--- src/rtl/curve_param_loader.sv ---
// Assembles KEY_W-bit curve parameters from a narrow valid/ready word stream.
// Writes each parameter to consecutive config addresses, then pulses done or flags err.
module curve_param_loader #(
  parameter int unsigned WORD_W = 32,
  parameter int unsigned KEY_W  = 256,
  parameter int unsigned ADDR_W = 4
) (
  input  logic              clk,
  input  logic              rst_n,
  input  logic              start,
  input  logic [ADDR_W-1:0] start_addr,
  input  logic [ADDR_W-1:0] count,
  input  logic              s_valid,
  output logic              s_ready,
  input  logic [WORD_W-1:0] s_data,
  input  logic              s_last,
  output logic              wr_en,
  output logic [ADDR_W-1:0] addr,
  output logic [KEY_W-1:0]  data_out,
  output logic              busy,
  output logic              done,
  output logic              err
);

  localparam int unsigned WPP   = KEY_W / WORD_W;
  localparam int unsigned IDX_W = (WPP > 1) ? $clog2(WPP) : 1;

  typedef enum logic [1:0] {StIdle, StCollect, StWrite, StDone} state_e;

  state_e              state_q, state_d;
  logic [ADDR_W-1:0]   cur_addr_q, cur_addr_d;
  logic [ADDR_W-1:0]   remaining_q, remaining_d;
  logic [IDX_W-1:0]    word_idx_q, word_idx_d;
  logic [KEY_W-1:0]    asm_q, asm_d;
  logic [KEY_W-1:0]    data_out_q, data_out_d;
  logic [ADDR_W-1:0]   addr_q, addr_d;
  logic                wr_en_q, wr_en_d;
  logic                s_ready_q, s_ready_d;
  logic                busy_q, busy_d;
  logic                done_q, done_d;
  logic                err_q, err_d;

  logic last_word;
  logic final_param;

  assign last_word   = (word_idx_q == IDX_W'(WPP - 1));
  assign final_param = (remaining_q == ADDR_W'(1));

  always_comb begin
    state_d     = state_q;
    cur_addr_d  = cur_addr_q;
    remaining_d = remaining_q;
    word_idx_d  = word_idx_q;
    asm_d       = asm_q;
    data_out_d  = data_out_q;
    addr_d      = addr_q;
    err_d       = err_q;

    unique case (state_q)
      StIdle: begin
        if (start) begin
          cur_addr_d  = start_addr;
          remaining_d = count;
          err_d       = 1'b0;
          word_idx_d  = '0;
          state_d     = (count == '0) ? StDone : StCollect;
        end
      end
      StCollect: begin
        // s_ready_q is high for exactly the COLLECT cycles, so this is the handshake.
        if (s_valid && s_ready_q) begin
          for (int unsigned w = 0; w < WPP; w++) begin
            if (word_idx_q == IDX_W'(w)) asm_d[w*WORD_W +: WORD_W] = s_data;
          end
          if (s_last != (last_word && final_param)) begin
            // Framing mismatch: drop the partial parameter, no write.
            err_d      = 1'b1;
            word_idx_d = '0;
            state_d    = StDone;
          end else if (last_word) begin
            data_out_d = asm_d;
            addr_d     = cur_addr_q;
            word_idx_d = '0;
            state_d    = StWrite;
          end else begin
            word_idx_d = word_idx_q + IDX_W'(1);
          end
        end
      end
      StWrite: begin
        remaining_d = remaining_q - ADDR_W'(1);
        cur_addr_d  = cur_addr_q + ADDR_W'(1);
        word_idx_d  = '0;
        state_d     = final_param ? StDone : StCollect;
      end
      StDone: begin
        state_d = StIdle;
      end
      default: begin
        state_d = StIdle;
      end
    endcase

    // Status outputs are registered copies of the upcoming state decode.
    s_ready_d = (state_d == StCollect);
    wr_en_d   = (state_d == StWrite);
    done_d    = (state_d == StDone);
    busy_d    = (state_d != StIdle);
  end

  always_ff @(posedge clk or negedge rst_n) begin
    if (!rst_n) begin
      state_q     <= StIdle;
      cur_addr_q  <= '0;
      remaining_q <= '0;
      word_idx_q  <= '0;
      asm_q       <= '0;
      data_out_q  <= '0;
      addr_q      <= '0;
      wr_en_q     <= 1'b0;
      s_ready_q   <= 1'b0;
      busy_q      <= 1'b0;
      done_q      <= 1'b0;
      err_q       <= 1'b0;
    end else begin
      state_q     <= state_d;
      cur_addr_q  <= cur_addr_d;
      remaining_q <= remaining_d;
      word_idx_q  <= word_idx_d;
      asm_q       <= asm_d;
      data_out_q  <= data_out_d;
      addr_q      <= addr_d;
      wr_en_q     <= wr_en_d;
      s_ready_q   <= s_ready_d;
      busy_q      <= busy_d;
      done_q      <= done_d;
      err_q       <= err_d;
    end
  end

  assign s_ready  = s_ready_q;
  assign wr_en    = wr_en_q;
  assign addr     = addr_q;
  assign data_out = data_out_q;
  assign busy     = busy_q;
  assign done     = done_q;
  assign err      = err_q;

endmodule

--- config.mk ---
export PLATFORM = sky130hd
export DESIGN_NAME = curve_param_loader
export DESIGN_NICKNAME = d
export VERILOG_FILES = /design/src/rtl/curve_param_loader.sv
export SDC_FILE = /design/constraint.sdc
export NUM_CORES = 1
export LEC_CHECK = 0
export CAP_MARGIN = 20
export CORE_UTILIZATION = 50
export DETAILED_ROUTE_END_ITERATION = 10
export GPL_TIMING_DRIVEN = 0
export PLACE_DENSITY = 0.72
export REMOVE_ABC_BUFFERS = 1
export SYNTH_ARGS = -nofsm -noshare
export SYNTH_HDL_FRONTEND = slang
export SYNTH_SLANG_ARGS = --single-unit
--- constraint.sdc ---
create_clock -name clk -period 3.05 [get_ports clk]
set_input_delay 0.61 -clock clk [delete_from_list [all_inputs] [get_ports clk]]
set_output_delay 0.61 -clock clk [all_outputs]
set_load 0.005 [all_outputs]
After elaboration in Yosys (flattened, before gate mapping)
Index checks and enable logic that the tools add are counted.

Latch bits: 0. Memory bits (read-only): 0. Memories kept: 0. Logic and storage cells: 76. Output and inout bits: 265. Flip-flop bits (word level): 534. Input port bits: 45. RAM bits: 0.

Divide/modulo/power cells: 0. Equal/unequal tests: 18. $mul: 0. Mux-type cells: 28. Reductions and logical operators: 14. $add $sub $neg: 3. Bitwise gates (word level): 1. Shifts and indexed selects: 0. $lt $le $gt $ge: 0.

Operators with widths (number): $mux W32 (8); $pmux W4 S2 (2); $eq A3 B3 Y1 const B (4); $mux W2 (6); $mux W3 (4); $pmux W3 S3 (1); $eq A2 B2 Y1 const B (4); $mux W4 (2); $pmux W2 S4 (1); $reduce_and A4 Y1 (2); $eq A3 B2 Y1 const B (2); $ne A2 B2 Y1 const B (3); $reduce_bool A2 Y1 (3); $add A4 B1 Y4 const B (1); $eq A2 B1 Y1 const B (2); $eq A4 B1 Y1 const B (1); $logic_not A4 Y1 (1); $reduce_and A2 Y1 (2); $sub A4 B1 Y4 const B (1); $add A3 B1 Y3 const B (1); $eq A3 B1 Y1 const B (1); $logic_not A3 Y1 (1); $mux W1 (3); $reduce_and A3 Y1 (1); other kinds (6) (7).

Depth between registers and ports, before layout
Word-level depth: 7. Gate-level depth with buffers: 10. Gate-level depth less buffers: 7.

Worst setup path before layout
OpenSTA, ideal clock, no wires.

Kind: register to register. Start: register word_idx_q[0]. End: register data_out_q[100] (netlist: data_out[100]). Stages on the path, launching flop included: 11. Arrival: 2.068 ns. Library setup time: 0.125 ns. Slack: 0.857 ns. Clock period less this slack: 2.193 ns. Path buffers: 3. Required time: 2.925 ns. Cells stage by stage: dfrtp_1 ha_1 ha_1 buf_4 nand4b_1 mux2_4 nand2b_4 inv_6 buf_12 buf_12 mux2_4.

Longest elaborated chain between the ends: 5. Elaborated cells between the ends (all ways): 7. Those cells by class: eq/ne: 3; mux: 1; bitwise: 1; reduce/logical: 2.

RTL lines: start: declaration (RTL line 33) `logic [IDX_W-1:0] word_idx_q, word_idx_d;`; start signal: assignment (RTL line 129) `word_idx_q <= word_idx_d;`; $eq A3 B3 Y1 (RTL line 46) `assign last_word = (word_idx_q == IDX_W'(WPP - 1));`; $logic_and A1 B1 Y1 (RTL line 75) `if (s_last != (last_word && final_param)) begin`; $ne A1 B1 Y1 (RTL line 75); $not A1 Y1 (no line); $reduce_and A4 Y1 (no line); end signal: assignment (RTL line 131) `data_out_q <= data_out_d;`; end: declaration (RTL line 35) `logic [KEY_W-1:0] data_out_q, data_out_d;`.

Several ways; a longest one is shown, not always the timed one. A chain may end at the register's enable or synchronous reset.

Final worst setup path
Start: register state_q[1]. End: register asm_q[149].

Longest elaborated chain between the ends: 2.

RTL lines: start: declaration (RTL line 30) `state_e state_q, state_d;`; start signal: assignment (RTL line 113) `state_q <= StIdle;`; start signal: assignment (RTL line 126) `state_q <= state_d;`; $eq A2 B1 Y1 (RTL line 59) `unique case (state_q)`; $reduce_and A2 Y1 (no line); end signal: assignment (RTL line 130) `asm_q <= asm_d;`; end: declaration (RTL line 34) `logic [KEY_W-1:0] asm_q, asm_d;`.

Every way passes these cells.

==> key figures <==
Cells and area
  – ANT cells: 0
  – Final instance area: approximately 0.03 sq mm
  – Final non-filler cell total: roughly 2.5k
  – Area growth syn-to-layout: 22.79%
  – Fillers: 3518
  – Nets@finish: 1866
  – Fin util: 0.6254
  – Share of cells above drive strength 1: 0.4938

Clocking
  – Later-pin clock latency in the skew report: ~0.6 ns
  – Post-CTS Hold Fix Bufs: 0
  – H-tree levels: 2
  – TritonCTS buffer count: 56
  – Clock-pin slew on the worst setup and hold paths: around 0.060 ns
  – CTS tree: yes
  – Clock Tree Root: clkbuf_16
  – Clock sinks: around 530
  – Max clock buf depth: 3

Pwr
  – Total leakage power: 14.05 nW
  – Worst VDD drop: 0.0004364 V
  – Sw Share: 0.2616
  – Int Power: approximately 14 mW
  – Logic pwr share: 0.210
  – Overall power: ~19 mW
  – Switch Pwr: ~5.0 mW
  – Seq pwr share: 0.450
  – Clock network power share: 0.340
  – PD cells: 637.6 mW/mm^2

Floorplan
  – Core area: a little under 0.05 sq mm
  – Die ar.: between 0.04 and 0.05 sq mm
  – Die W: 223.2 um
  – Die height: about 220 um
  – I/O pins: 310
  – Starting density of the core: 0.5093
  – Floorplan row count: 80

Place
  – DP Cell Count: 2357
  – Input/output buffers: 309
  – Dpl ws: -1.152 ns
  – Placed cell area: between 0.02 and 0.03 sq mm
  – Post-detail-place hpwl: between 30000 and 40000 um
  – Placer Congestion: about 0.82

GRT
  – Total GRT Usage: 0.2416
  – Global-route wire length before repair: just over 90000 um
  – Vias in the first global route: approximately 15k
  – Total congestion overflow: 0
  – Initial antenna violation count: 1
  – Largest net degree at the start of global routing: approximately 120

Logic synthesis
  – Number of enable flip-flop cells after synthesis: 0
  – Primary FF master, synth: dfrtp_1
  – Yosys top cell by area: dfrtp_1
  – Top cell type's share of synthesized area: 0.5461
  – Synthesis-stage register bit count: around 530
  – Synthesized instance count: roughly 1.5k
  – Ys Warns: 0
  – Netlist cell types: 37
  – Top cells by area, synth: dfrtp_1 (55%), mux2_2 (25%), mux2_4 (14%)
  – Area of the mapped netlist: roughly 0.024 sq mm
  – Ys async rst share: 1.000
  – Syn Area/Cell: 16.04 sq um
  – Post-synthesis sequential area ratio: 0.5461

STA
  – Setup TNS: 0 ns
  – Final worst slack: ~0.16 ns
  – Min Tclk post-route: just under 3 ns
  – Fmax: about 350 MHz
  – Count of final setup violators: 0
  – Tcrit/Tclk final: 0.9486
  – Max-slew violation count: 0
  – Final hold violations: 0
  – Hold slack: about 0.018 ns
  – Slew headroom: 0.4805
  – Unrepaired setup endpoints after global routing: false
  – Measured slew at the worst slew-check pin: 0.7792 ns
  – Worst Skew: roughly 0.015 ns

Routing
  – Routed WL per cell: 24.07 um
  – Vias after detailed routing: ~14k
  – Initial DRT Pass Iterations: 4
  – Via density: 5.506
  – DR iter-0 viols: 775
  – Post-route DRC: 0
  – Post-route ant nets: 0
  – Final WL: 59310 um

Setup path
  – Crit Path Max Fanout: 19
  – CP arrival: ~3.4 ns
  – Worst-path cell chain: nand4b_1 -> nor2_4 -> buf_16 -> buf_16 -> mux2_2
  – R2r startpoint: state_q[1]
  – CP Capture Type: flop
  – Worst Setup SP: state_q[1]
  – CP max-delay cell: nand4b_1
  – CP Class: flop to flop
  – Slowest stage delay, CP: around 0.74 ns
  – Crit-path leading delay family: simple AND/OR/NAND/NOR gates
  – CP most frequent cell: buf_16
  – Buf+Inv Stages, Crit Path: 2
  – Startpoint Class: flop
  – Critical path required time: ~3.5 ns

Flow run
  – Max cap viols: 0

Min path
  – Class of the worst hold path: input pin to asynchronous set/reset pin

Run status
  – Status: completed
## sequential cells by signal, summed over array words and instances (netlist names)
signal       count
addr             4
asm_q          256
busy             1
cur_addr_q       4
data_out       256
done             1
err              1
remaining_q      4
s_ready          1
state_q          2
word_idx_q       3
wr_en            1
## power by group through the flow
| stage | combinational, mW | sequential (mW) | clock, mW |
|---|---|---|---|
| final | 4.03 | 8.61 | 6.51 |
| after global routing | 4.33 | 8.74 | 6.94 |
| after CTS | 4.02 | 8.61 | 6.67 |
| after detailed placement | 3.99 | 8.73 | 0 |
| after global placement | 3.77 | 8.70 | 0 |
| after floorplan | 2.77 | 8.56 | 0 |
## layer usage
layer / wire length [um] / GRT usage
met1: 26450 / 0.3258
met2: 28600 / 0.3924
met3: 3126 / 0.05624
met4: 1127 / 0.06452
met5: 12 / 0
## logic make-up (layout without fill, tap and decap cells)
family,Yosys count,in the layout,synth area share
AO/OA/AOI/OAI,34,34,0.008692
XOR/XNOR,1,1,0.0003580
adder cells (fa/ha/maj),9,9,0.004602
buffers and inverters,128,451,0.03907
flip-flops,534,534,0.5461
multiplexers,774,774,0.3914
AND/OR/NAND/NOR,46,46,0.009766
## worst reg2reg max path: cells and delay by family (launching register included)
family / cells / cell delay, ns
buf+inv: 2 / 0.41
flops: 1 / 0.57
mux: 1 / 0.37
simple gates: 2 / 1.42
## cell usage in the layout, fill, tap and decap left out, drive strengths merged, types with 9 or more instances in the layout
cell	n
a21oi	9
buf	35
clkbuf	82
clkdlybuf4s50	308
clkinv	14
dfrtp	534
ha	9
inv	11
mux2	773
nand2	15
nor2	12
## synth_stat cells, types with 2 or more instances
cell type    n
nand2_1     15
inv_1        9
a21oi_1      9
buf_2       12
mux2_2     542
o22a_1       4
buf_4       18
o21ai_0      7
ha_1         9
nor2b_1      2
nand2b_1     2
nand4b_1     2
clkbuf_1    62
o22ai_1      8
mux2_4     230
o31ai_1      2
buf_6        4
nand3_1      5
nor2_1      12
buf_12      22
dfrtp_1    534
## path summary, 6_finish.rpt
kind	end	slack (ns)	cells past startpoint
worst max-delay path	asm_q[149]	0.16	5
worst max register to register	asm_q[149]	0.16	5
worst min-delay path	cur_addr_q[0]	0.02	1
worst min register to register	asm_q[41]	0.49	1
min in group clk	asm_q[41]	0.49	1
max in group asynchronous	data_out[247]	1.46	3
## timing repair
action | CTS | global route
hold endpoints to repair | 0 | 0
pin swaps | 1 | 3
cloned | 6 | 0
buffers inserted | 2 | 5
setup endpoints to repair | 259 | 65
resized for setup | 5 | 3
## cell type report
type	count	area, sq um	share of cell area
timing repair buffer	343	3846	0.1280
tap	615	769.5	0.02561
clock buffer	82	1650	0.05493
sequential	534	13360	0.4447
multi-input combinational	864	10230	0.3405
inverter	10	63.81	0.002124
timing repair inverter	3	33.78	0.001124
clock inverter	13	90.09	0.002998
Note: power is estimated with default switching activity, not from simulation.
